File: src/rtl/cache_pkg.sv
// Shared types and constants for the data-cache write buffer.
package cache_pkg;

    localparam int unsigned LINE_BITS   = 256;
    localparam int unsigned OFFSET_BITS = 5;
    localparam int unsigned TAG_BITS    = 32 - OFFSET_BITS;

    typedef struct packed {
        logic                 valid;
        logic [TAG_BITS-1:0]  tag;
        logic [LINE_BITS-1:0] data;
    } wb_entry_t;

    typedef enum logic [1:0] {
        D_IDLE,
        D_READ,
        D_WRITE
    } wb_dstate_t;

endpackage

File: src/rtl/cache_write_buffer_if.sv
// Line-granular memory port: request (addr/read/write/wdata) and completion (rdata/resp).
interface cache_write_buffer_if;
    import cache_pkg::*;

    logic [31:0]          addr;
    logic                 read;
    logic                 write;
    logic [LINE_BITS-1:0] wdata;
    logic [LINE_BITS-1:0] rdata;
    logic                 resp;

    modport master (output addr, read, write, wdata, input rdata, resp);
    modport slave  (input addr, read, write, wdata, output rdata, resp);
endinterface

File: src/rtl/wb_match.sv
// Combinational tag compare across all buffer entries, scanned oldest to youngest from head.
module wb_match
    import cache_pkg::*;
#(
    parameter int unsigned DEPTH = 2,
    localparam int unsigned PW   = $clog2(DEPTH)
) (
    input  logic [DEPTH-1:0]    i_valid,
    input  logic [TAG_BITS-1:0] i_tags [DEPTH],
    input  logic [TAG_BITS-1:0] i_tag,
    input  logic [PW-1:0]       i_head,
    input  logic                i_excl_head,
    output logic [DEPTH-1:0]    o_hit_vec,
    output logic [PW-1:0]       o_hit_off
);

    logic [PW-1:0] w_idx;

    // Later (younger) hits overwrite earlier ones, so the youngest match wins.
    always_comb begin
        o_hit_vec = '0;
        o_hit_off = '0;
        w_idx     = '0;
        for (int unsigned k = 0; k < DEPTH; k++) begin
            w_idx = i_head + PW'(k);
            if (i_valid[w_idx] && (i_tags[w_idx] == i_tag) && !(i_excl_head && (k == 0))) begin
                o_hit_vec[w_idx] = 1'b1;
                o_hit_off        = PW'(k);
            end
        end
    end

endmodule

File: src/rtl/cache_write_buffer.sv
// Posted-write buffer: acknowledges evictions at once, drains them downstream in the background,
// serves reads from buffered lines and lets read misses overtake pending drains.
module cache_write_buffer
    import cache_pkg::*;
#(
    parameter int unsigned DEPTH = 2
) (
    input  logic                 clk,
    input  logic                 rst_n,
    cache_write_buffer_if.slave  ufp,
    cache_write_buffer_if.master dfp
);

    localparam int unsigned PW = $clog2(DEPTH);
    localparam int unsigned CW = PW + 1;
    localparam logic [CW-1:0] FULL = CW'(DEPTH);

    wb_entry_t            r_entries [DEPTH];
    logic [PW-1:0]        r_head, r_tail;
    logic [CW-1:0]        r_count;
    wb_dstate_t           r_dstate, w_dstate_d;
    logic                 r_resp;
    logic [LINE_BITS-1:0] r_rdata;
    logic                 r_dfp_read, r_dfp_write;
    logic [31:0]          r_dfp_addr;
    logic [LINE_BITS-1:0] r_dfp_wdata;

    logic [DEPTH-1:0]     w_valid, w_hit_vec;
    logic [TAG_BITS-1:0]  w_tags [DEPTH];
    logic [TAG_BITS-1:0]  w_tag;
    logic [PW-1:0]        w_hit_off, w_hit_idx;
    logic                 w_hit, w_busy, w_excl_head;
    logic                 w_coalesce, w_push, w_pop, w_rd_hit, w_rd_miss;
    logic                 w_read_start, w_drain_start;
    logic                 w_unused_addr;

    assign w_tag         = ufp.addr[31:OFFSET_BITS];
    assign w_unused_addr = ^ufp.addr[OFFSET_BITS-1:0];

    // Flatten entry state for the matcher.
    always_comb begin
        w_valid = '0;
        for (int unsigned i = 0; i < DEPTH; i++) begin
            w_valid[i] = r_entries[i].valid;
            w_tags[i]  = r_entries[i].tag;
        end
    end

    // A write must not coalesce into head while it drains or is about to start draining,
    // otherwise the data latched for the drain would be stale.
    assign w_excl_head = ufp.write &&
                         ((r_dstate == D_WRITE) || ((r_dstate == D_IDLE) && (r_count != '0)));

    wb_match #(
        .DEPTH (DEPTH)
    ) u_match (
        .i_valid     (w_valid),
        .i_tags      (w_tags),
        .i_tag       (w_tag),
        .i_head      (r_head),
        .i_excl_head (w_excl_head),
        .o_hit_vec   (w_hit_vec),
        .o_hit_off   (w_hit_off)
    );

    assign w_hit      = |w_hit_vec;
    assign w_hit_idx  = r_head + w_hit_off;
    assign w_busy     = r_resp || (r_dstate == D_READ);
    assign w_coalesce = !w_busy && ufp.write && w_hit;
    assign w_push     = !w_busy && ufp.write && !w_hit && (r_count < FULL);
    assign w_rd_hit   = !w_busy && ufp.read && w_hit;
    assign w_rd_miss  = !w_busy && ufp.read && !w_hit;
    assign w_pop      = (r_dstate == D_WRITE) && dfp.resp;

    // Downstream FSM next state; a pending read miss beats starting a drain.
    always_comb begin
        w_dstate_d    = r_dstate;
        w_read_start  = 1'b0;
        w_drain_start = 1'b0;
        unique case (r_dstate)
            D_IDLE: begin
                if (w_rd_miss) begin
                    w_dstate_d   = D_READ;
                    w_read_start = 1'b1;
                end else if (r_count != '0) begin
                    w_dstate_d    = D_WRITE;
                    w_drain_start = 1'b1;
                end
            end
            D_READ:  if (dfp.resp) w_dstate_d = D_IDLE;
            D_WRITE: if (dfp.resp) w_dstate_d = D_IDLE;
            default: w_dstate_d = D_IDLE;
        endcase
    end

    // Downstream FSM state register.
    always_ff @(posedge clk or negedge rst_n) begin
        if (!rst_n) r_dstate <= D_IDLE;
        else        r_dstate <= w_dstate_d;
    end

    // FIFO storage, pointers and occupancy.
    always_ff @(posedge clk or negedge rst_n) begin
        if (!rst_n) begin
            for (int unsigned i = 0; i < DEPTH; i++) r_entries[i] <= '0;
            r_head  <= '0;
            r_tail  <= '0;
            r_count <= '0;
        end else begin
            if (w_pop) begin
                r_entries[r_head].valid <= 1'b0;
                r_head                  <= r_head + PW'(1);
            end
            if (w_push) begin
                r_entries[r_tail] <= '{valid: 1'b1, tag: w_tag, data: ufp.wdata};
                r_tail            <= r_tail + PW'(1);
            end
            if (w_coalesce) r_entries[w_hit_idx].data <= ufp.wdata;
            case ({w_push, w_pop})
                2'b10:   r_count <= r_count + CW'(1);
                2'b01:   r_count <= r_count - CW'(1);
                default: r_count <= r_count;
            endcase
        end
    end

    // Upstream completion for buffered writes and read hits.
    always_ff @(posedge clk or negedge rst_n) begin
        if (!rst_n) begin
            r_resp  <= 1'b0;
            r_rdata <= '0;
        end else begin
            r_resp <= w_coalesce || w_push || w_rd_hit;
            if (w_rd_hit) r_rdata <= r_entries[w_hit_idx].data;
        end
    end

    // Registered downstream request, held stable until the adapter responds.
    always_ff @(posedge clk or negedge rst_n) begin
        if (!rst_n) begin
            r_dfp_read  <= 1'b0;
            r_dfp_write <= 1'b0;
            r_dfp_addr  <= '0;
            r_dfp_wdata <= '0;
        end else if (w_read_start) begin
            r_dfp_read <= 1'b1;
            r_dfp_addr <= {w_tag, {OFFSET_BITS{1'b0}}};
        end else if (w_drain_start) begin
            r_dfp_write <= 1'b1;
            r_dfp_addr  <= {r_entries[r_head].tag, {OFFSET_BITS{1'b0}}};
            r_dfp_wdata <= r_entries[r_head].data;
        end else if (dfp.resp && (r_dstate != D_IDLE)) begin
            r_dfp_read  <= 1'b0;
            r_dfp_write <= 1'b0;
        end
    end

    assign dfp.read  = r_dfp_read;
    assign dfp.write = r_dfp_write;
    assign dfp.addr  = r_dfp_addr;
    assign dfp.wdata = r_dfp_wdata;

    // Read misses complete straight from the adapter.
    assign ufp.resp  = r_resp || ((r_dstate == D_READ) && dfp.resp);
    assign ufp.rdata = (r_dstate == D_READ) ? dfp.rdata : r_rdata;

endmodule

File: src/flat_wrapper.sv
// flat-port wrapper written by rule: the top's interface ports become plain ports
module cache_write_buffer_flat import cache_pkg::*;
#(
    parameter int unsigned DEPTH = 2
)
  (clk, rst_n, ufp_addr, ufp_read, ufp_write, ufp_wdata, ufp_rdata, ufp_resp, dfp_addr, dfp_read, dfp_write, dfp_wdata, dfp_rdata, dfp_resp);
  cache_write_buffer_if ufp_i ();
  cache_write_buffer_if dfp_i ();
  input  logic clk;
  input  logic rst_n;
  input wire logic [$bits(ufp_i.addr)-1:0] ufp_addr;
  input wire logic [$bits(ufp_i.read)-1:0] ufp_read;
  input wire logic [$bits(ufp_i.write)-1:0] ufp_write;
  input wire logic [$bits(ufp_i.wdata)-1:0] ufp_wdata;
  output wire logic [$bits(ufp_i.rdata)-1:0] ufp_rdata;
  output wire logic [$bits(ufp_i.resp)-1:0] ufp_resp;
  output wire logic [$bits(dfp_i.addr)-1:0] dfp_addr;
  output wire logic [$bits(dfp_i.read)-1:0] dfp_read;
  output wire logic [$bits(dfp_i.write)-1:0] dfp_write;
  output wire logic [$bits(dfp_i.wdata)-1:0] dfp_wdata;
  input wire logic [$bits(dfp_i.rdata)-1:0] dfp_rdata;
  input wire logic [$bits(dfp_i.resp)-1:0] dfp_resp;
  assign ufp_i.addr = ufp_addr;
  assign ufp_i.read = ufp_read;
  assign ufp_i.write = ufp_write;
  assign ufp_i.wdata = ufp_wdata;
  assign ufp_rdata = ufp_i.rdata;
  assign ufp_resp = ufp_i.resp;
  assign dfp_addr = dfp_i.addr;
  assign dfp_read = dfp_i.read;
  assign dfp_write = dfp_i.write;
  assign dfp_wdata = dfp_i.wdata;
  assign dfp_i.rdata = dfp_rdata;
  assign dfp_i.resp = dfp_resp;
  cache_write_buffer #(.DEPTH(DEPTH)) u_core (.clk(clk), .rst_n(rst_n), .ufp(ufp_i), .dfp(dfp_i));
endmodule
File: config.mk
export PLATFORM = sky130hd
export DESIGN_NAME = cache_write_buffer_flat
export DESIGN_NICKNAME = d
export VERILOG_FILES = /design/src/rtl/cache_pkg.sv /design/src/rtl/cache_write_buffer_if.sv /design/src/rtl/wb_match.sv /design/src/rtl/cache_write_buffer.sv /design/src/flat_wrapper.sv
export SDC_FILE = /design/constraint.sdc
export NUM_CORES = 2
export LEC_CHECK = 0
export ABC_CLOCK_PERIOD_IN_PS = 9000
export CAP_MARGIN = 20
export CORE_AREA = 2 2 427 429
export CTS_BUF_LIST = sky130_fd_sc_hd__clkbuf_16
export CTS_CLUSTER_SIZE = 14
export DETAILED_ROUTE_END_ITERATION = 8
export DIE_AREA = 0 0 429 431
export GPL_ROUTABILITY_DRIVEN = 0
export SLEW_MARGIN = 30
export SYNTH_ARGS = -nofsm -noshare
export SYNTH_HDL_FRONTEND = slang
export SYNTH_SLANG_ARGS = --single-unit
export TNS_END_PERCENT = 10
File: constraint.sdc
create_clock -name clk -period 9 [get_ports clk]
set_clock_uncertainty 0.1 [all_clocks]
set_input_delay 1.8 -clock clk [delete_from_list [all_inputs] [get_ports clk]]
set_output_delay 1.8 -clock clk [all_outputs]
set_load 0.005 [all_outputs]
# --- Word level (Yosys, flattened, before mapping) ---
# Index checks and enable logic that the tools add are counted.
classes:
  n_lt_le_gt_ge: 12
  addsub: 5
  n_bitwise: 6
  n_eq_ne: 9
  n_mux: 52
  n_reduce_logical: 41
op_table:
  columns: ["cell", "n"]
  rows:
  - ["$bwmux W568", 3]
  - ["$mux W568", 3]
  - ["$mux W256", 5]
  - ["$demux W284 S1", 3]
  - ["$mux W283", 3]
  - ["$mux W284", 2]
  - ["$mux W27", 6]
  - ["$mux W32", 2]
  - ["$eq A27 B27 Y1", 2]
  - ["$logic_and A1 B1 Y1", 20]
  - ["$mux W1", 16]
  - ["$reduce_bool A2 Y1", 6]
  - ["$mux W2", 5]
  - ["$ge A2 B2 Y1 const B", 4]
  - ["$not A1 Y2", 4]
  - ["$pmux W2 S2", 2]
  - ["$reduce_and A2 Y1", 4]
  - ["$lt A2 B1 Y1 const B", 3]
  - ["$logic_or A1 B1 Y1", 5]
  - ["$eq A2 B1 Y1 const B", 2]
  - ["$eq A2 B2 Y1 const B", 2]
  - ["$lt A1 B2 Y1 const B", 2]
  - ["$ne A2 B1 Y1 const B", 2]
  - ["$reduce_or A2 Y1", 2]
  - ["12 further kinds", 17]
totals:
  ff_bits: 1121
  output_inout_bits: 547
  in_bits: 549
  word_cells: 141

# --- Longest topological paths before layout ---
logic_depth:
  depth_word: 17
  depth_mapped: 15
  ltp_nobuf: 12

# --- Cells and area by module ---
# Synthesis repeated with hierarchy kept, for this count alone.
hier_totals:
  cells_unflattened: 5994
  hier_area_um2: 59802.4
by_module_without_submodules:
  columns: ["mod", "instances", "cells_per_inst", "seq_area_each_um2", "area_each_um2"]
  rows:
  - ["cache_write_buffer", 1, 5849, 27926.8, 58516.1]
  - ["wb_match", 1, 145, 0.0, 1286.2]

# --- Worst setup path after synthesis ---
# Ideal clock, no wire load.
synth_timing:
  kind: "input port to flip-flop"
  startpoint: "input port ufp_addr[25]"
  endpoint: "register u_core.r_rdata[19]"
  setup_time_ns: 0.133
  cell_stages: 11
  required_time_ns: 8.767
  path_slack_ns: 4.611
  n_path_buf: 3
  arrival_time_ns: 4.156
  cell_sequence: "buf_1 -> xor2_1 -> o32ai_1 -> nor3b_1 -> nand4_1 -> nor2_2 -> xnor2_1 -> clkbuf_1 -> clkbuf_1 -> mux2i_1 -> o21ai_0"
synth_between:
  elab_chain_len: 8
  elab_cells_between_ends: 16
  classes_between: "add/sub (1); eq/ne (2); mux (6); bitwise (2); reduce/logical (5)"
synth_rtl:
  columns: ["element", "line_no", "text"]
  rows:
  - ["from (decl)", "flat_wrapper.sv:11", "input wire logic [$bits(ufp_i.addr)-1:0] ufp_addr;"]
  - ["$eq A27 B27 Y1", "wb_match.sv:26", "if (i_valid[w_idx] && (i_tags[w_idx] == i_tag) && !(i_excl_head && (k == 0))) begin"]
  - ["$logic_and A1 B1 Y1", "wb_match.sv:26", null]
  - ["$mux W1 / $logic_and A1 B1 Y1 (equally long branches)", "wb_match.sv:26", null]
  - ["$add A1 B1 Y1 / $mux W2 (equally long branches)", "cache_write_buffer.sv:67, wb_match.sv:26", null]
  - ["$not A1 Y2 (not written as such) / $or A2 B2 Y2 (equally long branches)", null, null]
  - ["$mux W256 (not written as such) / $mux W2 (equally long branches)", "cache_write_buffer.sv:134, wb_match.sv:26", null]
  - ["$mux W256 (not written as such) / $reduce_or A2 Y1 (equally long branches)", "cache_write_buffer.sv:134, cache_write_buffer.sv:66", null]
  - ["$mux W256 (not written as such) / $logic_and A1 B1 Y1 (equally long branches)", "cache_write_buffer.sv:134, cache_write_buffer.sv:71", null]
  - ["to (signal assigned)", "cache_write_buffer.sv:134", "if (w_rd_hit) r_rdata <= r_entries[w_hit_idx].data;"]
  - ["to (decl)", "cache_write_buffer.sv:23", "logic [LINE_BITS-1:0] r_rdata;"]
# Parallel ways exist; a longest one is shown, timed or not. The select of a mux whose other input is x is not followed.
# A chain may end at the register's enable or synchronous reset.

# --- Final worst setup path ---
layout_timing:
  startpoint: "register u_core.r_head"
  endpoint: "register u_core.r_entries[16] in the netlist's numbering"
layout_between:
  elab_chain_len: 17
  elab_cells_between_ends: 51
  classes_between: "add/sub (2); order compare (6); eq/ne (2); mux (26); bitwise (4); reduce/logical (11)"
layout_rtl:
  columns: ["element", "line_no", "text"]
  rows:
  - ["from (decl)", "cache_write_buffer.sv:19", "logic [PW-1:0] r_head, r_tail;"]
  - ["from (signal assigned)", "cache_write_buffer.sv:112", "r_head <= r_head + PW'(1);"]
  - ["branches (longest 16 deep; another with $ge A2 B2 Y1)", null, null]
  - ["$mux W568 (*)", "cache_write_buffer.sv:118", "if (w_coalesce) r_entries[w_hit_idx].data <= ufp.wdata;"]
  - ["to (signal, indexed assignment)", "cache_write_buffer.sv:115", "r_entries[r_tail] <= '{valid: 1'b1, tag: w_tag, data: ufp.wdata};"]
  - ["to (decl)", "cache_write_buffer.sv:18", "wb_entry_t r_entries [DEPTH];"]
# Mark *: on every way between the ends. The select of a mux whose other input is x is not followed.

==> summary.md <==
| Metric | Value |
|---|---|
| Adder-cell share of the synthesized area | 0.09936% |
| Top cell type by total area after synthesis | dfrtp_1 |
| Total vias in the final route | 35150 |
| Post-layout instance area | 0.06763 sq mm |
| Dpl cell area | 0.06339 sq mm |
| Sw power | 7.793 mW |
| Share of the synthesized area in the top cell type | 55.44% |
| Most frequent cells in the layout | dfrtp_1 (1115), clkdlybuf4s50_1 (1084), mux2_2 (749), nand2_1 (602), mux2i_1 (565) |
| Dpl hpwl | 115500 microns |
| Post-route core utilization | 37.54% |
| Dpl cells | 7305 |
| Outcome | finished, final reports clean |
| GRT Overall Usage | 17.53% |
| R2r endpoint | u_core.r_entries[16] |
| Critical path class | reg -> reg |
| Final slew viol count | 0 |
| Worst r2r src | u_core.r_head |
| Row Count | 156 |
| # Post-CTS Setup Buffers | 0 |
| Mean post-synth cell area | 12.35 sq um |
| Most common cell after layout, fill and taps aside | dfrtp_1 |
| FF/Latch Area | 0.02793 sq mm |
| CP Buf/Inv Count | 4 |
| CTS Buf Count | 133 |
| # nets final | 5628 |
| DR pass1 iterations | 5 |
| Non-Filler Instances | 7558 |
| FF+latch count, synth | 1116 |
| Most used cell, CP | buf_4 |
| I/O Pins | 1096 |
| Max Cap Violations | 0 |
| Total negative slack | 0 ns |
| Largest net degree at the start of global routing | 197 |
| Slowest CP cell | dfrtp_4 |
| P&R area growth vs syn | 34.27% |
| CORE AREA | 0.1802 sq mm |
| Clock latency on the worst-skew pair | 0.77 ns |
| Initial Utilization | 27.96% |
| Synth Warn # | 0 |
| Complex-gate fraction of the synthesized area | 5.905% |
| Clock power share | 22.7% |
| Crit path capture type | register |
| Filler instances | 17680 |
| Leakage power | 29.67 nW |
| Clk sink count | 1116 |
| Vias per cell | 4.651 |
| Setup crit start | u_core.r_head |
| Unrepaired setup endpoints after global routing | no |
| Vias in the first global route | 36270 |
| Final setup margin | 2.967 ns |
| Area of the multi-input gates | 0.02101 sq mm |
| PortBufs | 1085 |
| Largest family of logic cells by synthesized area | multiplexers |
| Syn Inst Count | 4079 |
| Worst path max stage delay | 0.77 ns |
| Switching fraction of total power | 34.67% |
| Fin crit period | 6.033 ns |
| Crit path max fanout | 102 |
| WL per Instance | 21.95 microns |
| Hold Fails Final Rpt | 0 |
| Setup crit start kind | register |
| Reg2Reg Setup Slack | 2.97 ns |
| Clk root buf | clkbuf_16 |
| Synth Flop Type | dfrtp_1 |
| Top cells by area, synth | dfrtp_1 (55%), mux2_2 (17%), mux2i_1 (11%), o21ai_0 (5.2%), nand2_1 (4.5%) |
| H-tree depth | 4 |
| Setup violations, final | 0 |
| Mux contribution to synthesized area | 29.00% |
| CP arrival | 6.57 ns |
| Die height | 431 microns |
| Detailed Route WL | 165900 microns |
| Post-synth EDFFs | 0 |
| Clock transition at path regs | 0.06 ns |
| Max Freq | 0.1657 GHz |
| Proportion of layout cells with a drive suffix above 1 | 19.13% |
| CP delay by family, top | buffers and inverters |
| Crit path to | u_core.r_entries[16] |
| CP Cell Sequence | buf_4 -> mux2i_1 -> xnor2_1 -> nor4_1 -> nand4_1 -> o22ai_2 -> or3_1 -> buf_4 -> o21ai_4 -> buf_4 -> buf_12 -> mux2_1 |
| Initial antenna violation count | 49 |
| Pwr/cell area | 332.3 mW/mm^2 |
| Synth Area in XOR/XNOR | 1.110% |
| Die ar. | 0.1849 sq mm |
| Cell Int Power | 14.68 mW |
| Worst R2R Path Depth | 12 |
| Ys async rst share | 100.0% |
| Register area share after synthesis | 55.44% |
| Maximum buffer depth of the clock tree | 3 |
| Residual DRC count | 0 |
| Synthesized area | 0.05037 sq mm |
| CTS tree | done |
| First-pass GRT wire length | 243500 microns |
| Pre-CTS WS | 2.480 ns |
| Synth Area in Simple Gates | 5.388% |
| Flop pwr share | 36.8% |
| Combinational power share | 40.5% |
| Grt ovf | 0 |
| Cell variety after synth | 41 |
| Max_slew headroom | 16.77% |
| Min-delay worst type | reg -> reg |
| Hold_buf cts | 0 |
| Worst Path Required | 9.54 ns |
| CTS resizes | 0 |
| Initial DRC Count | 1962 |
| Worst-margin pin slew | 1.248 ns |
| Peak supply drop | 0.3309 mV |
| Tcrit/Tclk final | 67.04% |
| Routed Antenna Nets | 0 |
| Die X | 429 microns |
| Critical path depth | 12 |
-- worst reg2reg max path: stages (launching register included) --
cell and delay, ns:
dfrtp_4 0.77, buf_4 0.75, mux2i_1 0.48, xnor2_1 0.17
nor4_1 0.43, nand4_1 0.22, o22ai_2 0.59, or3_1 0.21
buf_4 0.36, o21ai_4 0.09, buf_4 0.35, buf_12 0.34
mux2_1 1.06
-- Yosys cell counts, types with 3 or more instances --
master / n
dfrtp_1: 1116
mux2_2: 749
nand2_1: 602
mux2i_1: 565
o21ai_0: 519
clkbuf_1: 165
xnor2_1: 57
buf_2: 47
mux2_1: 46
buf_6: 38
nor2_1: 34
buf_4: 28
a221o_1: 26
nor4_1: 22
inv_1: 6
nand4_1: 6
buf_1: 5
xor2_1: 5
a21oi_1: 4
ha_1: 4
nand2b_1: 3
nand3_1: 3
nor3_1: 3
-- how the worst min path moves through the flow --
stage | start | to | slack (ns) | cells past startpoint
floorplan | u_core.r_rdata[0] | u_core.r_rdata[0] | 0.35 | 2
global placement | u_core.r_rdata[3] | u_core.r_rdata[3] | 0.36 | 2
detailed placement | u_core.dfp.wdata[173] | u_core.dfp.wdata[173] | 0.37 | 2
CTS | u_core.dfp.wdata[173] | u_core.dfp.wdata[173] | 0.38 | 2
global route | u_core.r_rdata[121] | u_core.r_rdata[121] | 0.40 | 2
finish | u_core.dfp.wdata[109] | u_core.dfp.wdata[109] | 0.37 | 2
-- through the flow --
step | hold slack (ns) | total power, mW
4_1_cts | 0.3818 | 22.79
5_1_grt | 0.3965 | 23.90
2_1_floorplan | 0.3460 | 13.63
3_5_place_dp | 0.3688 | 17.58
3_3_place_gp | 0.3591 | 17.33
6_report | 0.3745 | 22.48
-- cell type report --
type | count | share of cell area (%)
antenna | 18 | 0.06660
clock inverter | 93 | 0.9380
tap | 2370 | 4.385
multi-input combinational | 2678 | 31.06
sequential | 1116 | 41.30
clock buffer | 137 | 5.069
timing repair buffer | 1140 | 17.15
inverter | 6 | 0.03330
-- metal layers --
metal  wire (microns)  track usage [%]
met2            80790            29.16
met3            10270            4.905
met4             4863            5.943
met5              274                0
met1            69690            21.84
-- flip-flops by register name, indices dropped and copies added (netlist names), named ones only --
name / count
u_core.dfp.addr: 27
u_core.dfp.read: 1
u_core.dfp.wdata: 256
u_core.dfp.write: 1
u_core.r_count: 2
u_core.r_dstate: 2
u_core.r_entries: 514
u_core.r_head: 1
u_core.r_rdata: 256
u_core.r_resp: 1
u_core.r_tail: 1
-- power by group through the flow --
stage	clock network (mW)	registers [mW]	logic (mW)
floorplan	0	8.07	5.55
global placement	0	8.27	9.07
detailed placement	0	8.35	9.23
CTS	5.26	8.27	9.27
global route	5.47	8.55	9.89
finish	5.10	8.27	9.10
-- cell families after synthesis --
kind of cell | count (synthesis)
multiplexers | 1360
AND/OR/NAND/NOR | 686
AO/OA/AOI/OAI | 560
buffers and inverters | 289
XOR/XNOR | 63
adder cells (fa/ha/maj) | 4
flip-flops | 1116
other | 1
Power figures use the tool's default switching activity.
